### src/rtl/sb_pkg.sv
// Shared store-buffer types: FSM states, entry layout and default sizing.
// Entry widths follow SB_IDX_W/SB_DW; store_buffer parameters default to these values.
package sb_pkg;
  localparam int SB_DEPTH = 4;
  localparam int SB_DW    = 32;
  localparam int SB_AW    = 32;
  localparam int SB_IDX_W = 18;

  typedef enum logic [1:0] {RUN, FLUSH, DONE, HOLD} sb_state_t;

  typedef struct packed {
    logic                valid;
    logic [SB_IDX_W-1:0] addr;
    logic [SB_DW-1:0]    data;
  } sb_entry_t;
endpackage

### src/rtl/sb_fwd_match.sv
// Combinational youngest-match search over the entry ring, oldest (head) to youngest.
// Zero latency; no flow control. co_hit/co_idx report the youngest matching non-head entry.
module sb_fwd_match
  import sb_pkg::*;
#(
  parameter int DEPTH = SB_DEPTH,
  parameter int PW    = $clog2(DEPTH)
)(
  input  sb_entry_t           ent [DEPTH],
  input  logic [PW-1:0]       head,
  input  logic [SB_IDX_W-1:0] addr,
  output logic                hit,
  output logic [SB_DW-1:0]    data,
  output logic                co_hit,
  output logic [PW-1:0]       co_idx
);
  logic [PW-1:0] idx;

  always_comb begin
    hit    = 1'b0;
    data   = '0;
    co_hit = 1'b0;
    co_idx = '0;
    idx    = '0;
    // Later (younger) hits overwrite earlier ones.
    for (int i = 0; i < DEPTH; i++) begin
      idx = head + PW'(i);
      if (ent[idx].valid && ent[idx].addr == addr) begin
        hit  = 1'b1;
        data = ent[idx].data;
        if (i != 0) begin
          co_hit = 1'b1;
          co_idx = idx;
        end
      end
    end
  end
endmodule

### src/rtl/store_buffer.sv
// Posted-write buffer: stores retire to memory >=1 cycle after acceptance; loads own the port and forward youngest data.
// Stalls stores when full or outside RUN (flush); SB_COALESCE_EN merges stores into matching non-head entries.
module store_buffer
  import sb_pkg::*;
#(
  parameter int DEPTH = SB_DEPTH,
  parameter int DW    = SB_DW,
  parameter int AW    = SB_AW,
  parameter int IDX_W = SB_IDX_W
)(
  input  logic          clk,
  input  logic          rst_n,
  input  logic          cpu_we,
  input  logic          cpu_re,
  input  logic [AW-1:0] cpu_addr,
  input  logic [DW-1:0] cpu_wd,
  output logic [DW-1:0] cpu_rd,
  output logic          stall,
  input  logic          flush_req,
  output logic          flush_done,
  output logic          sb_empty,
  output logic          mem_we,
  output logic [AW-1:0] mem_a,
  output logic [DW-1:0] mem_wd,
  input  logic [DW-1:0] mem_rd
);
  localparam int PW = $clog2(DEPTH);

  sb_entry_t        ent [DEPTH];
  logic [PW-1:0]    head, tail, co_idx;
  logic [PW:0]      count;
  sb_state_t        state, state_d;
  logic             full, drain, enq, merge, fwd_hit, co_hit;
  logic [DW-1:0]    fwd_data;
  logic [IDX_W-1:0] a_idx;

  assign a_idx = cpu_addr[IDX_W-1:0];
  assign full  = (count == (PW+1)'(DEPTH));

  sb_fwd_match #(.DEPTH(DEPTH)) u_fwd (
    .ent    (ent),
    .head   (head),
    .addr   (a_idx),
    .hit    (fwd_hit),
    .data   (fwd_data),
    .co_hit (co_hit),
    .co_idx (co_idx)
  );

`ifdef SB_COALESCE_EN
  assign merge = cpu_we & co_hit;
`else
  assign merge = 1'b0;
  logic unused_co;
  assign unused_co = ^{co_hit, co_idx};
`endif

  // A merge needs no free slot, so only a fresh allocation waits on full.
  assign stall      = cpu_we & ((full & ~merge) | (state != RUN));
  assign enq        = cpu_we & ~stall & ~merge;
  assign drain      = (count != '0) & ~cpu_re & (state != DONE);
  assign mem_we     = drain;
  assign mem_a      = cpu_re ? cpu_addr : AW'(ent[head].addr);
  assign mem_wd     = ent[head].data;
  assign cpu_rd     = fwd_hit ? fwd_data : mem_rd;
  assign sb_empty   = (count == '0);
  assign flush_done = (state == DONE);

  always_ff @(posedge clk or negedge rst_n) begin
    if (!rst_n) begin
      for (int i = 0; i < DEPTH; i++) ent[i] <= '0;
      head  <= '0;
      tail  <= '0;
      count <= '0;
      state <= RUN;
    end else begin
      state <= state_d;
      if (merge && !stall) ent[co_idx].data <= cpu_wd;
      if (enq) begin
        ent[tail] <= '{valid: 1'b1, addr: a_idx, data: cpu_wd};
        tail      <= tail + 1'b1;
      end
      if (drain) begin
        ent[head].valid <= 1'b0;
        head            <= head + 1'b1;
      end
      case ({enq, drain})
        2'b10:   count <= count + 1'b1;
        2'b01:   count <= count - 1'b1;
        default: count <= count;
      endcase
    end
  end

  always_comb begin
    state_d = state;
    case (state)
      RUN:     if (flush_req) state_d = FLUSH;
      FLUSH:   if (count == '0) state_d = DONE;
      DONE:    state_d = flush_req ? HOLD : RUN;
      HOLD:    if (!flush_req) state_d = RUN;
      default: state_d = RUN;
    endcase
  end
endmodule

### config.mk
export PLATFORM = sky130hd
export DESIGN_NAME = store_buffer
export DESIGN_NICKNAME = d
export VERILOG_FILES = /design/src/rtl/sb_pkg.sv /design/src/rtl/sb_fwd_match.sv /design/src/rtl/store_buffer.sv
export SDC_FILE = /design/constraint.sdc
export NUM_CORES = 1
export LEC_CHECK = 0
export ABC_AREA = 0
export ABC_CLOCK_PERIOD_IN_PS = 8400
export CAP_MARGIN = 10
export CORE_MARGIN = 3
export CORE_UTILIZATION = 62
export CTS_BUF_LIST = sky130_fd_sc_hd__clkbuf_16
export DETAILED_ROUTE_END_ITERATION = 8
export GPL_ROUTABILITY_DRIVEN = 0
export PLACE_DENSITY = 0.93
export SLEW_MARGIN = 10
export SYNTH_ARGS = -nofsm -noshare
export SYNTH_HDL_FRONTEND = slang
export SYNTH_SLANG_ARGS = --single-unit
### constraint.sdc
create_clock -name clk -period 8.4 [get_ports clk]
set_input_delay 0.84 -clock clk [delete_from_list [all_inputs] [get_ports clk]]
set_output_delay 0.84 -clock clk [all_outputs]
set_load 0.1 [all_outputs]
# Yosys cells after proc, flatten, opt, wreduce, memory -nomap -nowiden
# Index checks and enable logic that the tools add are counted.
dict set report classes {
  addsub 6
  multipliers 0
  div_mod_pow 0
  magnitude_cmp 7
  eq_ne 14
  n_shift 0
  muxes 36
  bitwise 12
  reduce_logical 12
}
# operator count
set op_table {}
lappend op_table {{2-to-1 mux 51 bit} 10}
lappend op_table {{binary-select mux 51 bit (select 2 bit)} 4}
lappend op_table {{bitwise mux 204 bit} 2}
lappend op_table {{2-to-1 mux 204 bit} 2}
lappend op_table {{demux 51 bit (select 2 bit)} 2}
lappend op_table {{2-to-1 mux 32 bit} 6}
lappend op_table {{equality test 18 bit} 4}
lappend op_table {{greater-or-equal comparator 3 bit (second input constant)} 5}
lappend op_table {{inverter 2 -> 3 bit} 5}
lappend op_table {{2-to-1 mux 2 bit} 4}
lappend op_table {{inequality test 2 bit (second input constant)} 4}
lappend op_table {{case mux 2 bit (4 select lines)} 1}
lappend op_table {{equality test 2 bit (second input constant)} 3}
lappend op_table {{logical AND 1 bit} 6}
lappend op_table {{less-than comparator 3 x 1 -> 1 bit (second input constant)} 2}
lappend op_table {{case mux 3 bit (2 select lines)} 1}
lappend op_table {{adder 2 x 1 -> 2 bit (second input constant)} 2}
lappend op_table {{adder 2 bit (second input constant)} 2}
lappend op_table {{AND 1 bit} 4}
lappend op_table {{equality test 2 x 1 -> 1 bit (second input constant)} 2}
lappend op_table {{2-to-1 mux 1 bit} 4}
lappend op_table {{nonzero test 2 bit} 2}
lappend op_table {{adder 3 x 1 -> 3 bit (second input constant)} 1}
lappend op_table {{equality test 3 bit (second input constant)} 1}
lappend op_table {{other kinds (7)} 8}
dict set report word_totals {
  regBits 213
  latch_bits 0
  mem_bits_rw 0
  rom_bits 0
  inputBits 101
  output_inout_bits 100
  n_memories 0
}

# Depth between registers and ports, before layout
dict set report logic_depth {
  depth_word 11
  ltp_mapped 18
  depth_no_buf 10
}

# Cells and area by module
# A second synthesis with hierarchy kept.
dict set report hier_totals {
  hier_cells 1544
  hier_area_um2 17416.7
}
# mod n_inst cells_per_inst area_each_um2
set by_module_without_submodules {}
lappend by_module_without_submodules {store_buffer 1 680 10431.3}
lappend by_module_without_submodules {sb_fwd_match 1 864 6985.4}

# Worst setup path before layout
# Ideal clock, no wire load.
dict set report synth_path {
  path_kind {flip-flop to output port}
  startpoint {reg head[1]}
  endpoint {out cpu_rd[10]}
  t_arrival_ns 5.374
  t_required_ns 7.560
  path_slack_ns 2.186
  stages_incl_launch_ff 19
  path_buffers 9
  cell_sequence {dfrtp_1 buf_4 buf_2 buf_2 buf_2 inv_1 ha_1 buf_4 clkbuf_1 mux4_2 xnor2_1 nand4_1 or4_4 buf_6 buf_8 buf_6 o2111ai_1 o311ai_1 a21oi_1}
}
dict set report synth_via {
  elab_chain_len 11
  word_cells_on_any_way 36
  cone_classes {3 x add/sub; 4 x eq/ne; 21 x mux; 4 x bitwise; 4 x reduce/logical}
}
# element line
set synth_lines {}
lappend synth_lines {{from (decl)} store_buffer.sv:30} ;# logic [PW-1:0] head, tail, co_idx;
lappend synth_lines {{from (signal assigned)} store_buffer.sv:85} ;# head <= head + 1'b1;
lappend synth_lines {{adder 2 x 1 -> 2 bit or inverter 2 -> 3 bit (tied branches)} {sb_fwd_match.sv:27, sb_fwd_match.sv:28, sb_fwd_match.sv:30}}
lappend synth_lines {{inverter 2 -> 3 bit (not written as such) or binary-select mux 51 bit (select 2 bit) (tied branches)} {sb_fwd_match.sv:28, sb_fwd_match.sv:30}}
lappend synth_lines {{binary-select mux 51 bit (select 2 bit) or 2-to-1 mux 51 bit (tied branches)} {sb_fwd_match.sv:28, sb_fwd_match.sv:30}}
lappend synth_lines {{2-to-1 mux 51 bit, on equally long branches} {sb_fwd_match.sv:28, sb_fwd_match.sv:30}}
lappend synth_lines {{2-to-1 mux 51 bit (not written as such) or equality test 18 bit (tied branches)} sb_fwd_match.sv:28} ;# if (ent[idx].valid && ent[idx].addr == addr) begin
lappend synth_lines {{equality test 18 bit or logical AND 1 bit (tied branches)} sb_fwd_match.sv:28}
lappend synth_lines {{logical AND 1 bit, or another cell as far along} sb_fwd_match.sv:28}
lappend synth_lines {{2-to-1 mux 32 bit or 2-to-1 mux 1 bit (tied branches) (3 in a row)} sb_fwd_match.sv:28}
lappend synth_lines {{2-to-1 mux 32 bit (*)} store_buffer.sv:65} ;# assign cpu_rd = fwd_hit ? fwd_data : mem_rd;
lappend synth_lines {{to (decl)} store_buffer.sv:17} ;# output logic [DW-1:0] cpu_rd,
# Mark *: on every way between the ends. The rest lies on a longest branch, timed or not. The select of a mux whose other input is x is not followed.

# Final worst setup path
dict set report layout_path {
  startpoint {reg head[0]}
  endpoint {out cpu_rd[16]}
}
# The elaborated chain is that of the path after synthesis.

==> run metrics <==
All-Layer GR Usage=30.57%; post-layout min period=8.000 ns; most frequent cells after synthesis=dfrtp_1 (213), mux2_2 (203), mux4_2 (181); Hold Path Class=in2async; Die Ht=166.4 µm; CP Data Required Time=7.56 ns; flops & latches, synth=213; Chip Width=166.4 µm; worst skew pair latency=0.52 ns; # DRC=0; Worst Slack Setup Final=0.3999 ns; total negative setup slack=0 ns; HPWL Detailed=27310 µm; Startpoint Class=flop; first-pass GRT wire length=69240 µm; die area=0.02768 mm²; library cells used by synthesis=57; Core ar.=0.02525 mm²; Setup Skew=0.008072 ns; Fin. Hold Viols=0; worst slack, placed=1.028 ns; Initial Utilization=63.13%; crit end category=output pin; vias in the first global route=12.60k; pin count of the biggest net entering global routing=74; Worst Setup SP=head[0]$_DFFE_PN0P_; worst r2r src=count[0]$_DFFE_PN0P_; vias per inst=7.145; via count=12.03k; Slew Limit Headroom=24.49%; period utilization=95.24%; final design area excluding fillers=0.01875 mm²; CTS sink count=213; Worst-Margin Slew=1.124 ns; post-synthesis cell count=1217; post-CTS setup buffer count=0; endpoints failing setup=0; Mapped Area=0.01594 mm²; 1st-iter DRT viols=1716; Synth Area per Inst=13.10 µm²; I/O Buffers=200; grt total ovfl=0; Ys Warns=0; most area-hungry cell type in the Yosys netlist=dfrtp_1; number of max-cap violations=0; routed wire length=42380 µm; r2r worst-path depth=6; flop2flop setup slack=5.51 ns; Seq/Total Area, Yosys=33.43%; CP Class=reg2out; layout cells sized above 1=34.37%; Placed Area=0.01794 mm²; Post-synth EDFFs=0; CTS max path bufs=3; clock root cell=clkbuf_16; outcome=completed; ys async rst share=100.0%; Detail Route Antenna Nets=0; fill count=1533; Area growth, synth to finish=17.59%; initial antenna violation count=2; crit path max fanout=65; Avg WL per Cell=25.17 µm; H-tree Lvls=1; Max Slew Vio Count=0; DRT Pass-1 Iters=5; Main synth FF type=dfrtp_1; CTS clk-pin slew, worst paths=0.07 ns; # hold bufs at CTS=0; top post-synthesis cells by area=dfrtp_1 (33%), mux4_2 (26%), mux2_2 (14%); row cnt=58; TritonCTS buffer count=24; post-synth top area share=33.43%; most frequent cell after synthesis=dfrtp_1; Nets=1447; RSZ-0062 raised after global routing=false; syn_nets=1328; CP Data Arrival Time=7.16 ns; post_cts resized=0; CTS tree=built; I/O pins=201; achievable frequency=125.0 MHz
-- logic make-up after synthesis --
logic type,after synthesis,synth area share (%)
AO/OA/AOI/OAI,151,6.914
AND/OR/NAND/NOR,148,4.826
XOR/XNOR,82,4.504
adder cells (fa/ha/maj),10,0.8318
flip-flops,213,33.43
buffers and inverters,168,5.046
multiplexers,445,44.45
-- cell usage in the layout (no fill, tap or decap), types with 8 or more instances in the layout --
| master | count |
|---|---|
| dfrtp_1 | 211 |
| or3_1 | 33 |
| clkbuf_16 | 25 |
| ha_1 | 8 |
| mux4_2 | 181 |
| o2111ai_1 | 33 |
| xnor2_1 | 63 |
| and2_1 | 17 |
| o21ai_0 | 14 |
| clkdlybuf4s50_1 | 199 |
| inv_1 | 43 |
| a21oi_1 | 42 |
| xor2_1 | 19 |
| buf_4 | 18 |
| o311ai_1 | 30 |
| nand4_1 | 14 |
| mux2i_1 | 54 |
| nand2_1 | 59 |
| mux2_2 | 203 |
-- layer usage --
metal  part of all wire (%)  track usage [%]
met3                     10            6.284
met2                     49            49.29
met1                     37            40.91
met4                    4.0            13.16
met5                  0.031                0
-- through the flow --
step,instances,utilization (%),hold slack (ns)
after floorplan,1217,-,0.4646
after global placement,1640,71.03,0.4871
after detailed placement,1640,71.03,0.4933
after CTS,1683,74.23,0.3437
after global routing,1684,74.24,0.3602
final,1684,74.24,0.3279
-- worst max-delay path by stage --
stage	end	slack (ns)	depth (start not counted)
floorplan	cpu_rd[10]	2.19	18
global placement	cpu_rd[25]	1.26	10
detailed placement	cpu_rd[11]	1.03	10
CTS	cpu_rd[16]	0.47	10
global route	cpu_rd[11]	0.12	10
finish	cpu_rd[16]	0.40	10
-- cell type report --
| type | count | area [µm²] | area share, % |
|---|---|---|---|
| sequential | 213 | 5338 | 28.47 |
| tap | 330 | 412.9 | 2.202 |
| clock buffer | 25 | 625.6 | 3.337 |
| multi-input combinational | 836 | 9884 | 52.72 |
| antenna | 1 | 2.502 | 0.01335 |
| clock inverter | 18 | 183.9 | 0.9810 |
| inverter | 43 | 161.4 | 0.8609 |
| timing repair buffer | 218 | 2141 | 11.42 |
-- critical path, cell delays in order (launching register included) --
cell             delay, ns
dfrtp_4               0.75
inv_1                 0.42
ha_4                  0.99
mux4_1                0.44
xnor2_1               0.22
nand4_1               0.12
or4_4                 0.87
o2bb2ai_4             0.97
a21oi_4               0.37
a21oi_1               0.28
clkdlybuf4s50_1       1.16
Power is not shown: default switching activity piles up to over one toggle a cycle in this logic, so the estimate is an artifact.
